--- config.mk ---
export PLATFORM = sky130hd
export DESIGN_NAME = panel_switch_bank
export DESIGN_NICKNAME = d
export VERILOG_FILES = /design/src/rtl/panel_switch_bank.sv
export SDC_FILE = /design/constraint.sdc
export NUM_CORES = 1
export LEC_CHECK = 0
export CAP_MARGIN = 20
export CORE_UTILIZATION = 55
export DETAILED_ROUTE_END_ITERATION = 8
export DONT_BUFFER_PORTS = 1
export GPL_TIMING_DRIVEN = 0
export HOLD_SLACK_MARGIN = 0.03
export PLACE_DENSITY_LB_ADDON = 0.08
export SYNTH_ARGS = -nofsm -noshare
export SYNTH_HDL_FRONTEND = slang
export SYNTH_SLANG_ARGS = --single-unit
export TNS_END_PERCENT = 20
--- constraint.sdc ---
create_clock -name clk -period 2.1 [get_ports clk]
set_input_delay 0.315 -clock clk [delete_from_list [all_inputs] [get_ports clk]]
set_output_delay 0.315 -clock clk [all_outputs]
set_load 0.05 [all_outputs]
--- src/rtl/panel_switch_bank.sv ---
// panel_switch_bank: debounces a bank of three-position (center/up/down)
// front-panel switches. For each switch it produces debounced up/down
// levels, stretched entry pulses and an optional latching toggle. A
// bank-wide any_change strobe fires when any switch changes position.
module panel_switch_bank #(
    parameter int                NUM_SW      = 25,
    parameter int                DEBOUNCE    = 16,
    parameter int                PULSE_LEN   = 4,
    parameter logic [NUM_SW-1:0] TOGGLE_MASK = {NUM_SW{1'b0}}
) (
    input  logic                  clk,
    input  logic                  reset,
    input  logic                  enable,
    input  logic [2*NUM_SW-1:0]   sw_in,
    output logic [NUM_SW-1:0]     sw_up,
    output logic [NUM_SW-1:0]     sw_down,
    output logic [NUM_SW-1:0]     up_pulse,
    output logic [NUM_SW-1:0]     down_pulse,
    output logic [NUM_SW-1:0]     sw_latched,
    output logic                  any_change
);

    // The counter only has to reach DEBOUNCE-1, so clog2(DEBOUNCE) bits are enough.
    localparam int            CW       = $clog2(DEBOUNCE);
    localparam logic [CW-1:0] CNT_MAX  = CW'(DEBOUNCE - 1);
    localparam logic [7:0]    PLS_LOAD = 8'(PULSE_LEN - 1);

    localparam logic [1:0] POS_CENTER = 2'b00;
    localparam logic [1:0] POS_UP     = 2'b01;
    localparam logic [1:0] POS_DOWN   = 2'b10;
    localparam logic [1:0] POS_BAD    = 2'b11;

    // Marks every switch whose stable position is updated on this edge.
    logic [NUM_SW-1:0] accept_vec_s;
    logic              chg_r;
    logic              any_change_r;

    // In enable=0 the panel is unpowered, so it behaves exactly like reset.
    logic              clear_s;
    assign clear_s = reset | ~enable;

    for (genvar i = 0; i < NUM_SW; i++) begin : g_sw
        logic [1:0]    raw_s;
        logic [1:0]    samp_s;
        logic [1:0]    prev_r;
        logic [1:0]    pos_r;
        logic [CW-1:0] cnt_r;
        logic [CW-1:0] cnt_nxt_s;
        logic          accept_s;
        logic [7:0]    up_tmr_r;
        logic [7:0]    dn_tmr_r;
        logic          up_pls_r;
        logic          dn_pls_r;
        logic          lat_r;

        assign raw_s  = sw_in[2*i +: 2];
        // The invalid 11 code is treated as center so it can never be accepted.
        assign samp_s = (raw_s == POS_BAD) ? POS_CENTER : raw_s;

        // Debounce decision: compare the sample on this edge with the stable
        // position and with the previously registered sample.
        always_comb begin
            cnt_nxt_s = {CW{1'b0}};
            accept_s  = 1'b0;
            if (samp_s == pos_r) begin
                cnt_nxt_s = {CW{1'b0}};
            end else if (samp_s != prev_r) begin
                cnt_nxt_s = {CW{1'b0}};
            end else if (cnt_r != CNT_MAX) begin
                cnt_nxt_s = cnt_r + CW'(1);
            end else begin
                cnt_nxt_s = {CW{1'b0}};
                accept_s  = 1'b1;
            end
        end

        // Per-switch state: sample history, counter, stable position, pulse timers, toggle latch.
        always_ff @(posedge clk) begin
            if (clear_s) begin
                prev_r   <= POS_CENTER;
                cnt_r    <= {CW{1'b0}};
                pos_r    <= POS_CENTER;
                up_tmr_r <= 8'd0;
                dn_tmr_r <= 8'd0;
                up_pls_r <= 1'b0;
                dn_pls_r <= 1'b0;
                lat_r    <= 1'b0;
            end else begin
                prev_r <= samp_s;
                cnt_r  <= cnt_nxt_s;
                if (accept_s) begin
                    pos_r <= samp_s;
                end else begin
                    pos_r <= pos_r;
                end

                // A fresh entry reloads the timer; leaving the position does not cut it short.
                if (accept_s && (samp_s == POS_UP)) begin
                    up_pls_r <= 1'b1;
                    up_tmr_r <= PLS_LOAD;
                end else if (up_tmr_r != 8'd0) begin
                    up_pls_r <= 1'b1;
                    up_tmr_r <= up_tmr_r - 8'd1;
                end else begin
                    up_pls_r <= 1'b0;
                    up_tmr_r <= 8'd0;
                end

                if (accept_s && (samp_s == POS_DOWN)) begin
                    dn_pls_r <= 1'b1;
                    dn_tmr_r <= PLS_LOAD;
                end else if (dn_tmr_r != 8'd0) begin
                    dn_pls_r <= 1'b1;
                    dn_tmr_r <= dn_tmr_r - 8'd1;
                end else begin
                    dn_pls_r <= 1'b0;
                    dn_tmr_r <= 8'd0;
                end

                // Only switches configured as toggles ever leave zero.
                if (accept_s && (samp_s == POS_UP) && TOGGLE_MASK[i]) begin
                    lat_r <= ~lat_r;
                end else begin
                    lat_r <= lat_r;
                end
            end
        end

        assign accept_vec_s[i] = accept_s;
        assign sw_up[i]        = pos_r[0];
        assign sw_down[i]      = pos_r[1];
        assign up_pulse[i]     = up_pls_r;
        assign down_pulse[i]   = dn_pls_r;
        assign sw_latched[i]   = lat_r;
    end

    // Bank-wide change strobe, one edge after the position update; many
    // simultaneous changes collapse into one strobe.
    always_ff @(posedge clk) begin
        if (clear_s) begin
            chg_r        <= 1'b0;
            any_change_r <= 1'b0;
        end else begin
            chg_r        <= |accept_vec_s;
            any_change_r <= chg_r;
        end
    end

    assign any_change = any_change_r;

endmodule

## Word level (Yosys, flattened, before mapping)

Index checks and enable logic that the tools add are counted.
W data, S select, Z words.

- Output and inout port bits: 126
- Bits in registers: 652
- ROM bits: 0
- Memories kept: 0
- Memory bits (writable): 0
- Bits in latches: 0

- $add $sub $neg: 75
- Shifts and indexed selects: 0
- Divide/modulo/power cells: 0
- Reduce and logical (&&, ||, !) cells: 176
- Multipliers: 0
- Muxes and demuxes: 300
- Bitwise operators: 77
- Equal/unequal tests: 150
- Order comparisons: 0

Operators by type and width:

| operator | number |
|---|---|
| $reduce_bool A8 Y1 | 50 |
| $sub A8 B1 Y8 const B | 50 |
| $mux W2 | 125 |
| $mux W1 | 175 |
| $reduce_or A3 Y1 | 50 |
| $add A4 B1 Y4 const B | 25 |
| $eq A2 B2 Y1 const B | 50 |
| $ne A4 B4 Y1 const B | 25 |
| $reduce_or A4 Y1 | 25 |
| $not A1 Y1 | 76 |
| $eq A2 B1 Y1 const B | 25 |
| $eq A2 B2 Y1 | 25 |
| $logic_and A1 B1 Y1 | 50 |
| $ne A2 B2 Y1 | 25 |
| $reduce_or A25 Y1 | 1 |
| $or A1 B1 Y1 | 1 |

## Logic depth before layout (Yosys ltp)

Gate-level depths: netlist (run 1).

- Word-level depth: 7
- Depth in mapped cells: 7
- Mapped depth without buffers: 7

## Worst setup path after synthesis (run 1)

No wires, ideal clock.

- Kind: register to register
- Start point: register g_sw[3].pos_r[0]
- End point: register g_sw[3].up_tmr_r[0]
- Clock period less this slack: 1.965 ns
- Slack: 0.135 ns
- Stages on the path, launching flop included: 7
- Data required time: 2.026 ns
- Setup time: 0.074 ns
- Data arrival time: 1.890 ns
- Cells stage by stage: dfxtp_1 > nor2b_1 > o31ai_4 > o211ai_2 > or3b_4 > or2_2 > o21ai_0

- Cells in the longest elaborated chain, start to end: 4

Ends and longest elaborated chain:

| element | RTL line | RTL |
|---|---|---|
| start, declared | 46 | `logic [1:0] pos_r;` |
| start signal, assigned | 92 | `pos_r <= samp_s;` |
| start signal, assigned | 94 | `pos_r <= pos_r;` |
| $eq A2 B2 Y1 | 65 | `if (samp_s == pos_r) begin` |
| $mux W1 | 65 |  |
| $logic_and A1 B1 Y1 | n/a |  |
| $mux W2 | 98 | `if (accept_s && (samp_s == POS_UP)) begin` |
| end signal, assigned | 103 | `up_tmr_r <= up_tmr_r - 8'd1;` |
| end, declared | 50 | `logic [7:0] up_tmr_r;` |

Every way passes these cells.
A chain may end at the register's enable or synchronous reset.

## Worst setup path after layout (run 1)

- Start point: input port reset
- End point: register g_sw[4].prev_r[1]

- Cells in the longest elaborated chain, start to end: 1

Ends and longest elaborated chain:

| element | RTL line | RTL |
|---|---|---|
| start, declared | 12 | `input logic reset,` |
| $or A1 B1 Y1 | 40 | `assign clear_s = reset \| ~enable;` |
| end signal, assigned | 89 | `prev_r <= samp_s;` |
| end, declared | 45 | `logic [1:0] prev_r;` |

Every way passes these cells.

==> results of run 1 <==
cell type report:
| cell class | count | area, um2 |
|---|---|---|
| clock buffer | 103 | 2100 |
| sequential | 652 | 13200 |
| timing repair buffer | 61 | 623 |
| fill | 4278 | 18100 |
| clock inverter | 21 | 243 |
| multi-input combinational | 2153 | 13600 |
| inverter | 185 | 694 |
| tap | 672 | 841 |
| buffer | 101 | 672 |
power by group through the flow:
stage	Clock (mW)	Combinational [mW]	Sequential, mW
3_5_place_dp	0	15.0	16.8
4_1_cts	12.7	15.3	16.5
2_1_floorplan	0	13.0	16.4
3_3_place_gp	0	14.5	16.7
6_report	12.4	15.2	16.6
5_1_grt	13.2	17.2	16.8
metal layers:
layer	vias to the layer above	global-route usage [%]	share of wire, %
met1	9638	28.3	45
met4	0	9.94	3.5
li1	10371	-	-
met2	340	38.6	47
met3	104	4.18	4.7
met5	-	0	0
through the flow:
stage	util [%]	setup WS (ps)	area, um2
4_1_cts	63.6	-94.9	31800
3_3_place_gp	57.5	-1160	28800
3_5_place_dp	57.7	-725	28900
6_report	63.8	7.21	31900
5_1_grt	63.8	-83.7	31900
2_1_floorplan	-	135	28000
placed cells by master (no fill, tap or decap), drive strengths merged, types with 70 or more instances in the layout:
cell / netlist / routed
nor3: 108 / 108
xnor2: 186 / 186
buf: 81 / 91
inv: 185 / 185
ha: 119 / 119
nor2: 549 / 549
clkbuf: 20 / 122
nand2b: 75 / 75
xor2: 175 / 175
a21oi: 155 / 155
nand3: 70 / 70
nand2: 158 / 158
dfxtp: 652 / 652
repair_timing:
action,4_1_cts,5_1_grt
hold endpoints to repair,118,0
buffers inserted,2,4
endpoints found under the setup margin,371,164
pin swaps,1,2
resized for setup,53,33
hold buffers,52,0
registers in the layout, summed over array words and instances (netlist names):
| register | flops |
|---|---|
| any_change | 1 |
| chg_r | 1 |
| g_sw.cnt_r | 100 |
| g_sw.dn_pls_r | 25 |
| g_sw.dn_tmr_r | 200 |
| g_sw.pos_r | 50 |
| g_sw.prev_r | 50 |
| g_sw.up_pls_r | 25 |
| g_sw.up_tmr_r | 200 |
cell families after synthesis:
kind of cell | Yosys count | share of synthesized area [%]
flip-flops | 652 | 46.8
AO/OA/AOI/OAI | 324 | 8.06
adder cells (fa/ha/maj) | 119 | 5.34
buffers and inverters | 286 | 4.87
XOR/XNOR | 361 | 11.3
other | 1 | 0.0135
AND/OR/NAND/NOR | 1324 | 23.6
worst register-to-register path: cells and delay by family, from the launching register on:
family | cells | cell delay (ps)
AO/OA/AOI/OAI | 3 | 550
AND/OR/NAND/NOR | 3 | 860
flip-flops | 1 | 540
final timing paths:
check,depth (start not counted),start,endpoint
setup reg to reg,6,g_sw[6].pos_r[0]$_SDFFE_PP0P_,chg_r$_SDFF_PP0_
hold / removal,2,sw_in[42],g_sw[21].pos_r[0]$_SDFFE_PP0P_
hold reg to reg,1,g_sw[13].cnt_r[0]$_SDFF_PP0_,g_sw[13].cnt_r[0]$_SDFF_PP0_
setup / recovery,5,reset,g_sw[4].prev_r[1]$_SDFF_PP0_
==> out/qor.csv, run 1 <==
metric,value,unit
synth_seq_cells,652,
max_freq,478,MHz
io_buffers,0,
diodes,0,
grt_pass1_wl,95100,um
pwr-share-comb,34.5,%
period_needed,2090,ps
critPathMostFrequentCell,clkbuf_1,
slew_headroom,31.5,%
wl_per_cell,14.8,um
die_w,227,um
critPathLaunchType,input pin,
synth.distinct_cells,46,
yosysMostFrequentCell,dfxtp_1,
grt_overflow,0,
p_int,29.1,mW
netlist_area,27900,um2
yosysSeqAreaShare,46.8,%
holdWs,60.8,ps
dieHeight,227,um
leakage,13.5,nW
worstMarginPinSlew,1030,ps
hold_viol_final,0,
slew_viol_final,0,
grt_setup_unrepaired,true,
start_util,55.7,%
cpPeakStageDelay,820,ps
dp_hpwl,40900,um
cts_root_buffer,clkbuf_16,
arrival,2530,ps
cpLargestDelayFamily,buffers and inverters,
grt.total_usage,22.8,%
ys_top_cells_by_area,"dfxtp_1 47%, nor2_1 7.4%, xnor2_1 5.8%, xor2_1 5.5%, ha_1 5.3%",
clockBufferDepth,3,
power,44.1,mW
core-area,50100,um2
drive_gt1_share,11.3,%
powerDensity,1380,nW/um2
drtAntennaViolNets,0,
cts_num_sinks,652,
required,2540,ps
synth_top_area_share,46.8,%
grt_pass1_vias,19913,
hold_path_class,input pin to register,
cts-htree-levels,3,
p_clk_share,28.0,%
crit_slowest_cell,buf_1,
dieArea,51600,um2
wl,58500,um
dr.pass1.iters,5,
grt_max_degree,14,
p_sw,15.0,mW
status,completed,
dp.cells,3766,
synth_area_per_cell,9.09,um2
fin_tns_setup,0,ps
gp_congestion,0.832,
viasPerCell,5.18,
area_delta_synth_final,14.5,%
reg2reg_slack,20,ps
seqPwrFrac,37.5,%
tritoncts,built,
switching_share,34.1,%
num_vias,20453,
worstPathMaxFanout,10,
cp_cell_sequence,nand2b_1 > clkbuf_1 > clkbuf_1 > buf_1 > nor2_1,
synth_common_cells,"652 x dfxtp_1, 549 x nor2_1, 186 x xnor2_1, 185 x inv_1, 175 x xor2_1",
syn_inst,3067,
nets,3397,
route.detailed.drc,0,
synth_ff_type,dfxtp_1,
synth_warnings,0,
numCtsBuffers,71,
antenna_found_initial,0,
drtIter0Drc,886,
critical_path.endpoint_type,register,
synth_edf_count,0,
skew,16.0,ps
path_class,input pin to register,
crit_buf_inv,3,
fin_crit_sh,99.7,%
finalNonFillerCells,3948,
yosysTopAreaCell,dfxtp_1,
clock_latency,600,ps
async_flop_share,0,%
io_pins,179,
peakVddDrop,818,uV
row_count,82,
setup_viol,0,
clk_pin_slew_worst_paths,60,ps
timing.max_cap.violations,0,
Note: power is estimated with default switching activity, not from simulation.
==> inputs of run 2 (changes only) <==
--- a/config.mk
+++ b/config.mk
@@ -7,6 +7,7 @@
 export LEC_CHECK = 0
 export CAP_MARGIN = 20
 export CORE_UTILIZATION = 55
+export CTS_BUF_LIST = sky130_fd_sc_hd__clkbuf_8
 export DETAILED_ROUTE_END_ITERATION = 8
 export DONT_BUFFER_PORTS = 1
 export GPL_TIMING_DRIVEN = 0
==> out/qor.csv, run 2 (synthesis gave the netlist of run 1 again) <==
metric,value,unit,change
holdPathStages,4,,+2
cts_root_buffer,clkbuf_8,,
finalNonFillerCells,4009,,+1.5%
drtIter0Drc,874,,-1.4%
critical_path.endpoint_type,register,,
io_pins,179,,unchanged
reg2reg_slack,10,ps,about the same
critPathLaunchType,register,,
start_util,55.7,%,unchanged
route.detailed.drc,0,,unchanged
leakage,13.6,nW,+0.38%
min_to,g_sw[4].cnt_r[2]$_SDFF_PP0_,,
worstMarginPinSlew,1000,ps,-25.4 ps
num_vias,20566,,+0.55%
cts_num_sinks,652,,unchanged
timing.max_cap.violations,0,,unchanged
grt_max_degree,14,,unchanged
crit_slowest_cell,dfxtp_2,,
clk_pin_slew_worst_paths,60,ps,about the same
die_w,227,um,unchanged
reg2reg_depth,6,,unchanged
dp_hpwl,40900,um,unchanged
nets,3431,,+1.0%
clock_latency,680,ps,+80 ps
final_common_cell,dfxtp_1,,
dieHeight,227,um,unchanged
fin_crit_sh,99.4,%,-0.22 points
hold_path_class,input pin to register,,
tritoncts,built,,
period_needed,2090,ps,-4.65 ps
hold_viol_final,0,,unchanged
max_freq,479,MHz,+0.22%
rr_endpoint,chg_r$_SDFF_PP0_,,
grt_pass1_vias,20143,,+1.2%
grt_setup_unrepaired,true,,
viasPerCell,5.13,,-0.98%
wl_per_cell,14.6,um,-1.5%
final.setup.worst_slack,11.9,ps,+4.65 ps
grt_pass1_wl,95200,um,about the same
cpPeakStageDelay,540,ps,-280 ps
gp_congestion,0.832,,unchanged
cpLargestDelayFamily,simple AND/OR/NAND/NOR gates,,
peakVddDrop,846,uV,+3.5%
drtAntennaViolNets,0,,unchanged
numCtsBuffers,106,,+49%
powerDensity,1340,nW/um2,-2.8%
crit_buf_inv,0,,-3
arrival,2630,ps,+100 ps
cp_cell_sequence,nor2b_1 > o22ai_1 > o211ai_2 > nand4_1 > nor4_2 > a21oi_1,,
clockBufferDepth,3,,unchanged
drive_gt1_share,12.3,%,+0.94 points
path_class,register to register,,
grt_overflow,0,,unchanged
wl,58500,um,about the same
worstPathMaxFanout,6,,-4
io_buffers,0,,unchanged
cts-htree-levels,3,,unchanged
grt.total_usage,22.8,%,-0.038 points
skew,12.8,ps,-3.18 ps
holdCritStartpoint,sw_in[8],,
final_cell_mix,"602 x dfxtp_1, 549 x nor2_1, 215 x inv_1",,
pre_cts_slack,-725,ps,unchanged
required,2640,ps,+100 ps
area_delta_synth_final,13.7,%,
row_count,82,,unchanged
dieArea,51600,um2,unchanged
dr.pass1.iters,7,,+2
dp.cells,3766,,unchanged
antenna_found_initial,2,,+2
slew_headroom,33.2,%,+1.7 points
setup_viol,0,,unchanged
critical_path.startpoint,g_sw[6].pos_r[0]$_SDFFE_PP0P_,,
reg_top3,"g_sw.dn_tmr_r (200), g_sw.up_tmr_r (200), g_sw.cnt_r (100)",,
core-area,50100,um2,unchanged
status,completed,,
r2r-start,g_sw[6].pos_r[0]$_SDFFE_PP0P_,,
fillCellCount,4338,,+1.4%
slew_viol_final,0,,unchanged
## run 2: cell types whose count changed in the layout (fill, tap and decap cells not counted), moves of 4 or more
cell / before / now
clkbuf_8: 16 / 136
clkbuf_1: 27 / 18
clkbuf_16: 73 / 0
inv_1: 185 / 215
clkbuf_2: 6 / 1
clkinv_2: 12 / 16
## run 2: per-layer routing
| metal | GRT usage (%) | vias up | routed length [um] |
|---|---|---|---|
| met2 | 38.7 | 385 | 27800 |
| met3 | 4.88 | 99 | 3190 |
| met1 | 27.8 | 9626 | 25900 |
| met5 | 0 | - | 0 |
| met4 | 9.68 | 0 | 1670 |
| li1 | - | 10456 | - |
## run 2: layout make-up
class / count / area, um2 / area share, %
clock buffer: 136 / 1870 / 5.90
multi-input combinational: 2153 / 13600 / 42.9
timing repair buffer: 60 / 623 / 1.96
inverter: 185 / 694 / 2.19
clock inverter: 49 / 260 / 0.821
tap: 672 / 841 / 2.65
buffer: 101 / 666 / 2.10
sequential: 652 / 13200 / 41.5
antenna: 1 / 2.50 / 0.00789
## run 2: through the flow
step / hold slack [ps] / cell area (um2) / power [mW] / setup TNS (ps) / utilization (%)
finish: 96.5 / 31700 / 42.6 / 0 / 63.3
floorplan: 391 / 28000 / 29.3 / 0 / -
CTS: 31.0 / 31600 / 43.0 / -93.9 / 63.1
global placement: 392 / 28800 / 31.2 / -158870 / 57.5
detailed placement: 394 / 28900 / 31.8 / -152770 / 57.7
global route: 96.4 / 31700 / 45.8 / -339 / 63.3
## run 2: worst max-delay path by stage
stage	end	cells after the start
after floorplan	g_sw[3].up_tmr_r[0]$_SDFF_PP0_	6
after global placement	g_sw[20].prev_r[0]$_SDFF_PP0_	5
after detailed placement	g_sw[12].pos_r[0]$_SDFFE_PP0P_	5
after CTS	chg_r$_SDFF_PP0_	6
after global routing	chg_r$_SDFF_PP0_	6
final	chg_r$_SDFF_PP0_	6
## run 2: timing repair
| item | in CTS | in global routing |
|---|---|---|
| hold buffers | 52 | 0 |
| endpoints found under the hold margin | 321 | 0 |
| buffers inserted | 2 | 2 |
| resized for setup | 48 | 29 |
| pin swaps | 1 | 1 |
| endpoints found under the setup margin | 309 | 168 |
## run 2: worst register-to-register path, stage by stage, from the launching register on
cell,delay [ps]
dfxtp_2,540
nor2b_1,190
o22ai_1,130
o211ai_2,300
nand4_1,240
nor4_2,430
a21oi_1,120
## run 2: power breakdown
| part | total [mW] | internal (mW) | switching, mW |
|---|---|---|---|
| clock network | 10.8 | 6.00 | 4.81 |
| logic | 15.2 | 6.86 | 8.35 |
| registers | 16.6 | 14.7 | 1.85 |
==> inputs of run 3 (changes only) <==
--- a/config.mk
+++ b/config.mk
@@ -13,6 +13,7 @@
 export GPL_TIMING_DRIVEN = 0
 export HOLD_SLACK_MARGIN = 0.03
 export PLACE_DENSITY_LB_ADDON = 0.08
+export RECOVER_POWER = 25
 export SYNTH_ARGS = -nofsm -noshare
 export SYNTH_HDL_FRONTEND = slang
 export SYNTH_SLANG_ARGS = --single-unit
==> out/qor.csv, run 3 (synthesis gave the netlist of run 1 again) <==
metric,value,unit,change
num_vias,20575,,+0.044%
finalNonFillerCells,4009,,unchanged
cpPeakStageDelay,540,ps,about the same
pre_cts_slack,-725,ps,unchanged
numCtsBuffers,106,,unchanged
cp_cell_sequence,nor2b_1 > o22ai_1 > o211ai_2 > nand4_1 > nor4_2 > a21oi_1,,
cts-htree-levels,3,,unchanged
period_needed,2080,ps,-4.60 ps
worstPathMaxFanout,6,,unchanged
r2r-start,g_sw[6].pos_r[0]$_SDFFE_PP0P_,,
dp.cells,3766,,unchanged
wl,58600,um,about the same
grt.total_usage,22.8,%,unchanged
final_common_cell,dfxtp_1,,
clk_pin_slew_worst_paths,60,ps,about the same
slew_viol_final,0,,unchanged
row_count,82,,unchanged
final_cell_mix,"602 x dfxtp_1, 549 x nor2_1, 215 x inv_1",,
cpLargestDelayFamily,simple AND/OR/NAND/NOR gates,,
dieHeight,227,um,unchanged
core-area,50100,um2,unchanged
status,completed,,
max_freq,480,MHz,+0.22%
reg_top3,"g_sw.dn_tmr_r (200), g_sw.up_tmr_r (200), g_sw.cnt_r (100)",,
holdWs,91.5,ps,-5.05 ps
crit_slowest_cell,dfxtp_2,,
rr_endpoint,chg_r$_SDFF_PP0_,,
skew,17.3,ps,+4.46 ps
grt_overflow,0,,unchanged
io_buffers,0,,unchanged
crit_buf_inv,0,,unchanged
dr.pass1.iters,5,,-2
path_class,register to register,,
drtIter0Drc,873,,-0.11%
io_pins,179,,unchanged
tritoncts,built,,
holdPathStages,4,,unchanged
area_delta_synth_final,13.0,%,
drive_gt1_share,10.6,%,-1.6 points
holdCritStartpoint,sw_in[8],,
route.detailed.drc,0,,unchanged
reg2reg_depth,6,,unchanged
setup_viol,0,,unchanged
clockBufferDepth,3,,unchanged
final.setup.worst_slack,16.5,ps,+4.60 ps
fillCellCount,4374,,+0.83%
grt_pass1_vias,20143,,unchanged
wl_per_cell,14.6,um,about the same
multiInputGateArea,13600,um2,-0.13%
power,42.3,mW,-0.56%
antenna_found_initial,2,,unchanged
arrival,2630,ps,about the same
hold_path_class,input pin to register,,
dieArea,51600,um2,unchanged
viasPerCell,5.13,,about the same
peakVddDrop,794,uV,-6.2%
start_util,55.7,%,unchanged
worstMarginPinSlew,1030,ps,+32.7 ps
timing.max_cap.violations,0,,unchanged
hold_viol_final,0,,unchanged
cp.depth,6,,unchanged
die_w,227,um,unchanged
slew_headroom,31.0,%,-2.2 points
fin_crit_sh,99.2,%,-0.22 points
powerDensity,1340,nW/um2,about the same
clock_latency,680,ps,about the same
required,2640,ps,about the same
critical_path.endpoint_type,register,,
regArea,13200,um2,unchanged
gp_congestion,0.832,,unchanged
leakage,13.4,nW,-1.5%
nets,3431,,unchanged
reg2reg_slack,20,ps,about the same
dp_hpwl,40900,um,unchanged
drtAntennaViolNets,0,,unchanged
grt_pass1_wl,95200,um,unchanged
cts_num_sinks,652,,unchanged
grt_setup_unrepaired,true,,
cts_root_buffer,clkbuf_8,,
grt_max_degree,14,,unchanged
min_to,g_sw[4].cnt_r[2]$_SDFF_PP0_,,
critPathLaunchType,register,,
-- run 3: worst min-delay path, cell delays in order --
cell,delay [ps]
xor2_1,50
o22ai_1,160
o211ai_1,120
nor2_1,100
-- run 3: power by group --
| group | switching (mW) | leakage [nW] | total (mW) | internal [mW] |
|---|---|---|---|---|
| Clock | 4.82 | 1.23 | 10.8 | 6.00 |
| Sequential | 1.85 | 5.34 | 16.5 | 14.7 |
| Combinational | 8.35 | 6.81 | 15.0 | 6.62 |
-- run 3: final cells by class --
| cell class | instances | area share (%) |
|---|---|---|
| inverters | 185 | 2.20 |
| plain buffers | 101 | 1.51 |
| multi-input cells | 2153 | 43.1 |
| repair buffers | 60 | 1.98 |
| well taps | 672 | 2.67 |
| diodes | 1 | 0.00794 |
| clock inverters | 49 | 0.826 |
| clock buffers | 136 | 5.94 |
| flip-flops and latches | 652 | 41.8 |
-- run 3: worst max-delay path by stage --
stage | from | end | slack, ps
after floorplan | g_sw[3].pos_r[0]$_SDFFE_PP0P_ | g_sw[3].up_tmr_r[0]$_SDFF_PP0_ | 140
after global placement | reset | g_sw[20].prev_r[0]$_SDFF_PP0_ | -1160
after detailed placement | reset | g_sw[12].pos_r[0]$_SDFFE_PP0P_ | -730
after CTS | g_sw[8].pos_r[1]$_SDFFE_PP0P_ | chg_r$_SDFF_PP0_ | -90
after global routing | g_sw[21].pos_r[0]$_SDFFE_PP0P_ | chg_r$_SDFF_PP0_ | -70
final | g_sw[6].pos_r[0]$_SDFFE_PP0P_ | chg_r$_SDFF_PP0_ | 20
-- run 3: metrics by stage --
stage          utilization (%)  cell area (um2)  setup TNS, ps
6_report                  62.9            31500              0
5_1_grt                   62.9            31500          -1460
4_1_cts                   63.1            31600          -93.9
3_5_place_dp              57.7            28900        -152770
3_3_place_gp              57.5            28800        -158870
2_1_floorplan                -            28000              0
-- run 3: repair_timing --
item                       in CTS  in global routing
hold buffers                   52                  0
setup buffers                   2                  2
pin swaps                       1                  1
hold endpoints to repair      321                  0
gates resized for setup        48                 29
setup endpoints to repair     309                168
-- run 3: layer usage --
| metal | global-route usage (%) | vias up | wire, um |
|---|---|---|---|
| met2 | 38.7 | 375 | 27900 |
| met3 | 4.88 | 101 | 3200 |
| li1 | - | 10457 | - |
| met1 | 27.8 | 9642 | 25800 |
| met5 | 0 | - | 0 |
| met4 | 9.68 | 0 | 1680 |
